### config.mk
export PLATFORM = sky130hd
export DESIGN_NAME = median_arbiter
export DESIGN_NICKNAME = d
export VERILOG_FILES = /design/src/rtl/median_arbiter.sv
export SDC_FILE = /design/constraint.sdc
export NUM_CORES = 1
export LEC_CHECK = 0
export ABC_CLOCK_PERIOD_IN_PS = 2600
export BUFFER_PORTS_ARGS = -buffer_cell sky130_fd_sc_hd__clkbuf_2
export CAP_MARGIN = 20
export CORE_MARGIN = 1
export CORE_UTILIZATION = 46
export DETAILED_ROUTE_END_ITERATION = 8
export PLACE_DENSITY = 0.87
export SETUP_SLACK_MARGIN = 0.1
export SYNTH_ARGS = -nofsm -noshare
export SYNTH_HDL_FRONTEND = slang
export SYNTH_SLANG_ARGS = --single-unit
### constraint.sdc
create_clock -name i_clk -period 2.6 [get_ports i_clk]
set_clock_uncertainty 0.05 [all_clocks]
set_input_delay 0.52 -clock i_clk [delete_from_list [all_inputs] [get_ports i_clk]]
set_output_delay 0.52 -clock i_clk [all_outputs]
set_load 0.01 [all_outputs]
### src/rtl/median_arbiter.sv
// Round-robin arbiter sharing one 9-pixel median engine among NREQ window requesters.
// Optional WAIT timeout (ERR pulse) is built only when MEDARB_TIMEOUT_EN is defined.
module median_arbiter #(
  parameter int WIDTH   = 8,
  parameter int NREQ    = 4,
  parameter int TIMEOUT = 64
) (
  input  logic                    i_clk,
  input  logic                    i_rst,
  input  logic [NREQ-1:0]         i_req,
  input  logic [NREQ*WIDTH-1:0]   i_di,
  output logic [NREQ-1:0]         o_gnt,
  output logic [3:0]              o_pix_idx,
  output logic [WIDTH-1:0]        o_mdi,
  output logic                    o_mdsi,
  input  logic [WIDTH-1:0]        i_mdo,
  input  logic                    i_mdso,
  output logic [WIDTH-1:0]        o_res,
  output logic [$clog2(NREQ)-1:0] o_res_id,
  output logic                    o_res_vld,
  output logic                    o_busy,
  output logic                    o_err
);

  localparam int IDW = $clog2(NREQ);

  localparam logic [1:0] S_IDLE = 2'd0;
  localparam logic [1:0] S_LOAD = 2'd1;
  localparam logic [1:0] S_WAIT = 2'd2;

  logic [1:0]       r_state;
  logic [IDW-1:0]   r_ptr;
  logic [IDW-1:0]   r_owner;
  logic [3:0]       r_cnt;
  logic [WIDTH-1:0] r_res;
  logic [IDW-1:0]   r_res_id;
  logic             r_res_vld;

  logic             w_any;
  logic [IDW-1:0]   w_winner;
  logic [IDW-1:0]   w_next_ptr;
  logic [IDW:0]     w_scan;
  logic [WIDTH-1:0] w_slice;
  logic             w_timeout;

  // First set request at or above the pointer, wrapping; one extra bit avoids overflow.
  always_comb begin
    w_any    = 1'b0;
    w_winner = '0;
    w_scan   = '0;
    for (int i = 0; i < NREQ; i++) begin
      w_scan = {1'b0, r_ptr} + (IDW+1)'(i);
      if (w_scan >= (IDW+1)'(NREQ)) begin
        w_scan = w_scan - (IDW+1)'(NREQ);
      end
      if (!w_any && i_req[w_scan[IDW-1:0]]) begin
        w_any    = 1'b1;
        w_winner = w_scan[IDW-1:0];
      end
    end
  end

  assign w_next_ptr = (w_winner == IDW'(NREQ-1)) ? '0 : w_winner + IDW'(1);

  always_comb begin
    w_slice = '0;
    for (int i = 0; i < NREQ; i++) begin
      if (r_owner == IDW'(i)) begin
        w_slice = i_di[i*WIDTH +: WIDTH];
      end
    end
  end

  always_ff @(posedge i_clk) begin
    if (i_rst) begin
      r_state   <= S_IDLE;
      r_ptr     <= '0;
      r_owner   <= '0;
      r_cnt     <= '0;
      r_res     <= '0;
      r_res_id  <= '0;
      r_res_vld <= 1'b0;
    end else begin
      r_res_vld <= 1'b0;
      case (r_state)
        S_IDLE: begin
          if (w_any) begin
            r_owner <= w_winner;
            r_ptr   <= w_next_ptr;
            r_cnt   <= '0;
            r_state <= S_LOAD;
          end
        end
        S_LOAD: begin
          if (r_cnt == 4'd8) begin
            r_cnt   <= '0;
            r_state <= S_WAIT;
          end else begin
            r_cnt <= r_cnt + 4'd1;
          end
        end
        S_WAIT: begin
          // A done strobe on the last allowed cycle still wins over the timeout.
          if (i_mdso) begin
            r_res     <= i_mdo;
            r_res_id  <= r_owner;
            r_res_vld <= 1'b1;
            r_state   <= S_IDLE;
          end else if (w_timeout) begin
            r_state <= S_IDLE;
          end
        end
        default: r_state <= S_IDLE;
      endcase
    end
  end

`ifdef MEDARB_TIMEOUT_EN
  localparam int TCW = $clog2(TIMEOUT + 1);

  logic [TCW-1:0] r_wcnt;
  logic           r_err;

  assign w_timeout = (r_state == S_WAIT) && !i_mdso && (r_wcnt == TCW'(TIMEOUT - 1));

  // r_wcnt holds the number of WAIT cycles already spent; it is zero on WAIT entry.
  always_ff @(posedge i_clk) begin
    if (i_rst) begin
      r_wcnt <= '0;
      r_err  <= 1'b0;
    end else begin
      r_err <= w_timeout;
      if (r_state != S_WAIT) begin
        r_wcnt <= '0;
      end else begin
        r_wcnt <= r_wcnt + TCW'(1);
      end
    end
  end

  assign o_err = r_err;
`else
  logic w_unused_timeout;

  assign w_timeout        = 1'b0;
  assign w_unused_timeout = (TIMEOUT > 0);
  assign o_err            = 1'b0;
`endif

  assign o_gnt     = (r_state == S_LOAD) ? (NREQ'(1) << r_owner) : '0;
  assign o_mdsi    = (r_state == S_LOAD);
  assign o_pix_idx = (r_state == S_LOAD) ? r_cnt : 4'd0;
  assign o_mdi     = (r_state == S_LOAD) ? w_slice : '0;
  assign o_busy    = (r_state != S_IDLE);
  assign o_res     = r_res;
  assign o_res_id  = r_res_id;
  assign o_res_vld = r_res_vld;

endmodule

# [Word level (Yosys, flattened, before mapping)]
# Index checks and enable logic that the tools add are counted.
[totals] output_inout_bits=30 inputBits=47 register_bits=21 word_cells=87
[classes] add_sub_neg=9 n_eq_ne=10 bitwise=1 muxes=36 n_shift=1 magnitude_cmp=8 n_reduce_logical=15
[op_table] cell="two-way mux 8 bit" n=5
[op_table] cell="two-way mux 2 bit" n=12
[op_table] cell="two-way mux 4 bit" n=4
[op_table] cell="< comparator 2 x 3 -> 1 bit, second input constant" n=4
[op_table] cell=">= comparator 3 bit, second input constant" n=3
[op_table] cell="two-way mux 1 bit" n=9
[op_table] cell="binary-select mux 1 bit (select 2 bit)" n=4
[op_table] cell="== test 2 bit, second input constant" n=4
[op_table] cell="one-hot mux 4 bit (2 select lines)" n=1
[op_table] cell="subtractor 2 x 1 -> 2 bit, second input constant" n=4
[op_table] cell="adder 2 x 2 -> 3 bit, second input constant" n=2
[op_table] cell="one-hot mux 2 bit (3 select lines)" n=1
[op_table] cell="AND reduction 2 bit" n=3
[op_table] cell="adder 4 x 1 -> 4 bit, second input constant" n=1
[op_table] cell="== test 2 x 1 -> 1 bit, second input constant" n=2
[op_table] cell="== test 4 bit, second input constant" n=1
[op_table] cell="zero test 2 bit" n=2
[op_table] cell="!= test 2 bit, second input constant" n=2
[op_table] cell="nonzero test 2 bit" n=2
[op_table] cell="<< shifter 1 x 2 -> 4 bit, first input constant" n=1
[op_table] cell="adder 2 x 1 -> 3 bit, second input constant" n=1
[op_table] cell=">= comparator 2 x 3 -> 1 bit, second input constant" n=1
[op_table] cell="logical AND 1 bit" n=3
[op_table] cell="zero test 1 bit" n=3
[op_table] cell="5 further kinds" n=5

# [Longest topological paths before layout]
[logic_depth] ltp_word=16 mapped_depth=6

# [Worst setup path after synthesis]
# OpenSTA, ideal clock, no wires.
[synth_path] path_type="register to output" startpoint="reg r_owner[0]" endpoint="out o_mdi[0]" required_time_ns=2.030 path_stages_with_launch=5 path_buffers=2 arrival_ns=1.344 setup_slack_ns=0.686 path_cell_list="dfxtp_1 -> buf_2 -> buf_2 -> mux4_2 -> nor2b_1"
[synth_between] elab_chain_len=6 word_cells_on_any_way=9 classes_between="eq/ne (3); mux (5); reduce/logical (1)"
[synth_lines] element="from (decl)" line_no="33" text="logic [IDW-1:0] r_owner;"
[synth_lines] element="from (signal assigned)" line_no="88" text="r_owner <= w_winner;"
[synth_lines] element="zero test 2 bit" line_no="68" text="if (r_owner == IDW'(i)) begin"
[synth_lines] element="two-way mux 8 bit (3 in series)" line_no="68"
[synth_lines] element="two-way mux 8 bit (*)" line_no="68"
[synth_lines] element="two-way mux 8 bit (*)" line_no="153" text="assign o_mdi = (r_state == S_LOAD) ? w_slice : '0;"
[synth_lines] element="to (decl)" line_no="14" text="output logic [WIDTH-1:0] o_mdi,"
# Every way passes the cells marked *; elsewhere a longest branch is shown, timed or not.

# [Worst setup path in the final report]
[layout_path] startpoint="reg r_owner[1]" endpoint="out o_mdi[7]"
# The elaborated chain is that of the path after synthesis.

==> reports/metrics.yaml <==
setup_viol: 0
drcViolationCount: 0
period_needed_ps: 2220
synth_top_family_by_area: "simple AND/OR/NAND/NOR gates"
area_growth_pct: 30.7
dieArea_mm2: 0.00303
worstPathRequired_ps: 2030
die_y_um: 55.0
fin_ws_ps: 377
synth-simple-area-share_pct: 27.3
grtUsageMet3_pct: 1.91
overflow: 0
mostFrequentLayoutCell: "clkbuf_2"
synth_area_per_cell_um2: 8.18
portBuffers: 75
cts_tree: "yes"
path_clk_slew_ps: 120
boundaryPins: 77
crit_fanout: 14
grt_pass1_vias: 1160
core-area_mm2: 0.00257
dpl.cell_count: 254
reg2reg_slack_ps: 920
p_total_mw: 0.732
worstSetupPathType: "reg2out"
yosysUniqueCellTypes: 34
grt_use_met1_pct: 28.1
final_nets: 278
viasPerCell: 5.34
dp_hpwl_um: 2590
grtUsageMet2_pct: 40.6
synthMuxAreaShare_pct: 18.7
numCtsBuffers: 3
leakage_nw: 0.804
placement.setup.worst_slack_ps: 503
netlist_area_mm2: 0.00129
syn_inst: 158
synth_warnings: 0
clk_latency_ps: 300
drt_first_iter_violations: 34
tightest_slew_ps: 544
outcome: "complete, no violations"
h-tree-depth: 1
wl_per_cell_um: 12.5
hp-start: "i_mdo[3]"
clock_path_buffers: 2
r2r_cells: 4
post_cts_buffers: 0
ys_seq_elements: 21
gp_congestion: 0.735
final_max_slew_viol_count: 0
totalWireLength_um: 3230
fin_setup_tns_ps: 0
critPathCaptureType: "primary output"
synth-main-ff-cell: "dfxtp_1"
die_w_um: 55.0
vias: 1377
rsz0062_at_grt: "false"
syn-num-nets: 207
hold_viol_final: 0
antenna_left: 0
synth_xor_area_share_pct: 0.678
r2r_start: "r_ptr[1]"
power.density_mw_per_mm2: 433
seq_area_frac_synth_pct: 32.5
relSlewSlack_pct: 63.7
finalNonFillerCells: 258
diodes: 0
min_to: "o_res[3]"
first_pass_iters: 4
root_buffer: "clkbuf_4"
layout-drive-gt1-share_pct: 39.5
antenna_found_initial: 0
worstSetupStartpointType: "flop"
cp_data_arrival_time_ps: 1650
cts_sinks: 21
hp-class: "in2reg"
whs_path_depth: 3
start_util_pct: 50.3
fin_crit_sh_pct: 85.5
worst_ir_drop_vdd_mv: 0.418
grt-busiest-layer: "met2"
max_freq_mhz: 450
grt_use_total_pct: 22.5
timing.hold.ws_ps: 367
grt_first_pass_wirelength_um: 4950
final_cell_mix: "clkbuf_2, nand2_1, nor2_1, dfxtp_1, a21oi_1"
rows: 18
synth_edf_count: 0
fillers: 234
maxCapViolCount: 0
synthAdderAreaFrac_pct: 1.94
synth_compound_area_share_pct: 12.0
async_reset_ff_share_pct: 0
grt_max_degree: 23
-- synth_stat cells (2+ instances only) --
cell      count  area (um^2)
mux4_2        8          180
a21oi_1      19         95.1
nor3_1        5         25.0
nand3_1       3         15.0
clkbuf_1      6         22.5
nand2_1      23         86.3
buf_2         2         10.0
nor2b_1       9         56.3
nand2b_1      3         18.8
o21ai_0       2         10.0
and2_1        2         12.5
and3_1        2         12.5
inv_1         7         26.3
buf_4         2         15.0
ha_1          2         25.0
dfxtp_1      21          420
nor3b_1       2         15.0
nor2_1       20         75.1
mux2i_1       5         50.1
-- cell families after synthesis --
family,Yosys count
AO/OA/AOI/OAI,27
XOR/XNOR,1
adder cells (fa/ha/maj),2
buffers and inverters,18
flip-flops,21
multiplexers,14
other,1
AND/OR/NAND/NOR,74
-- area by class of cell --
type	count	area, um^2	share of cell area [%]
Inverter	7	26.3	1.56
Sequential cell	21	422	25.0
Multi-Input combinational cell	119	787	46.6
Timing Repair Buffer	77	390	23.1
Tap cell	30	37.5	2.22
Clock buffer	4	26.3	1.56
-- state kept, by name (all words and copies together) (netlist names), named ones only --
| register | flops |
|---|---|
| r_owner | 2 |
| r_cnt | 4 |
| o_res_id | 2 |
| r_state | 2 |
| r_ptr | 1 |
| o_res_vld | 1 |
| o_res | 8 |
-- through the flow --
step	util [%]	area (um^2)
finish	65.8	1690
global route	65.8	1690
CTS	65.7	1690
detailed placement	64.7	1660
global placement	64.7	1660
floorplan	-	1290
-- timing repair --
item	4_1_cts	5_1_grt
resized for setup	0	1
endpoints found under the setup margin	0	6
hold buffers	0	0
-- routing by layer --
layer	up-vias	share of wire [%]
met3	4	3.8
met2	39	52
met1	647	43
li1	687	-
met4	0	1.2
met5	-	0
-- worst max-delay path by stage --
stage | start | endpoint | slack [ps] | depth (start not counted)
detailed placement | r_owner[0] | o_mdi[7] | 500 | 3
floorplan | r_owner[0] | o_mdi[0] | 690 | 4
finish | r_owner[1] | o_mdi[7] | 380 | 3
global route | r_owner[0] | o_mdi[0] | 300 | 3
global placement | r_owner[0] | o_mdi[4] | 580 | 3
CTS | r_owner[0] | o_mdi[7] | 160 | 3
-- power breakdown --
| group | leakage, nW | internal (mW) | switching, mW |
|---|---|---|---|
| registers | 0.171 | 0.334 | 0.0287 |
| clock network | 0.0150 | 0.0598 | 0.0963 |
| logic | 0.618 | 0.116 | 0.0969 |
-- critical path: stages (launching register included) --
cell      delay (ps)
dfxtp_1          680
mux4_2           390
nor2b_1          150
clkbuf_2         120
Note: power is estimated with default switching activity, not from simulation.
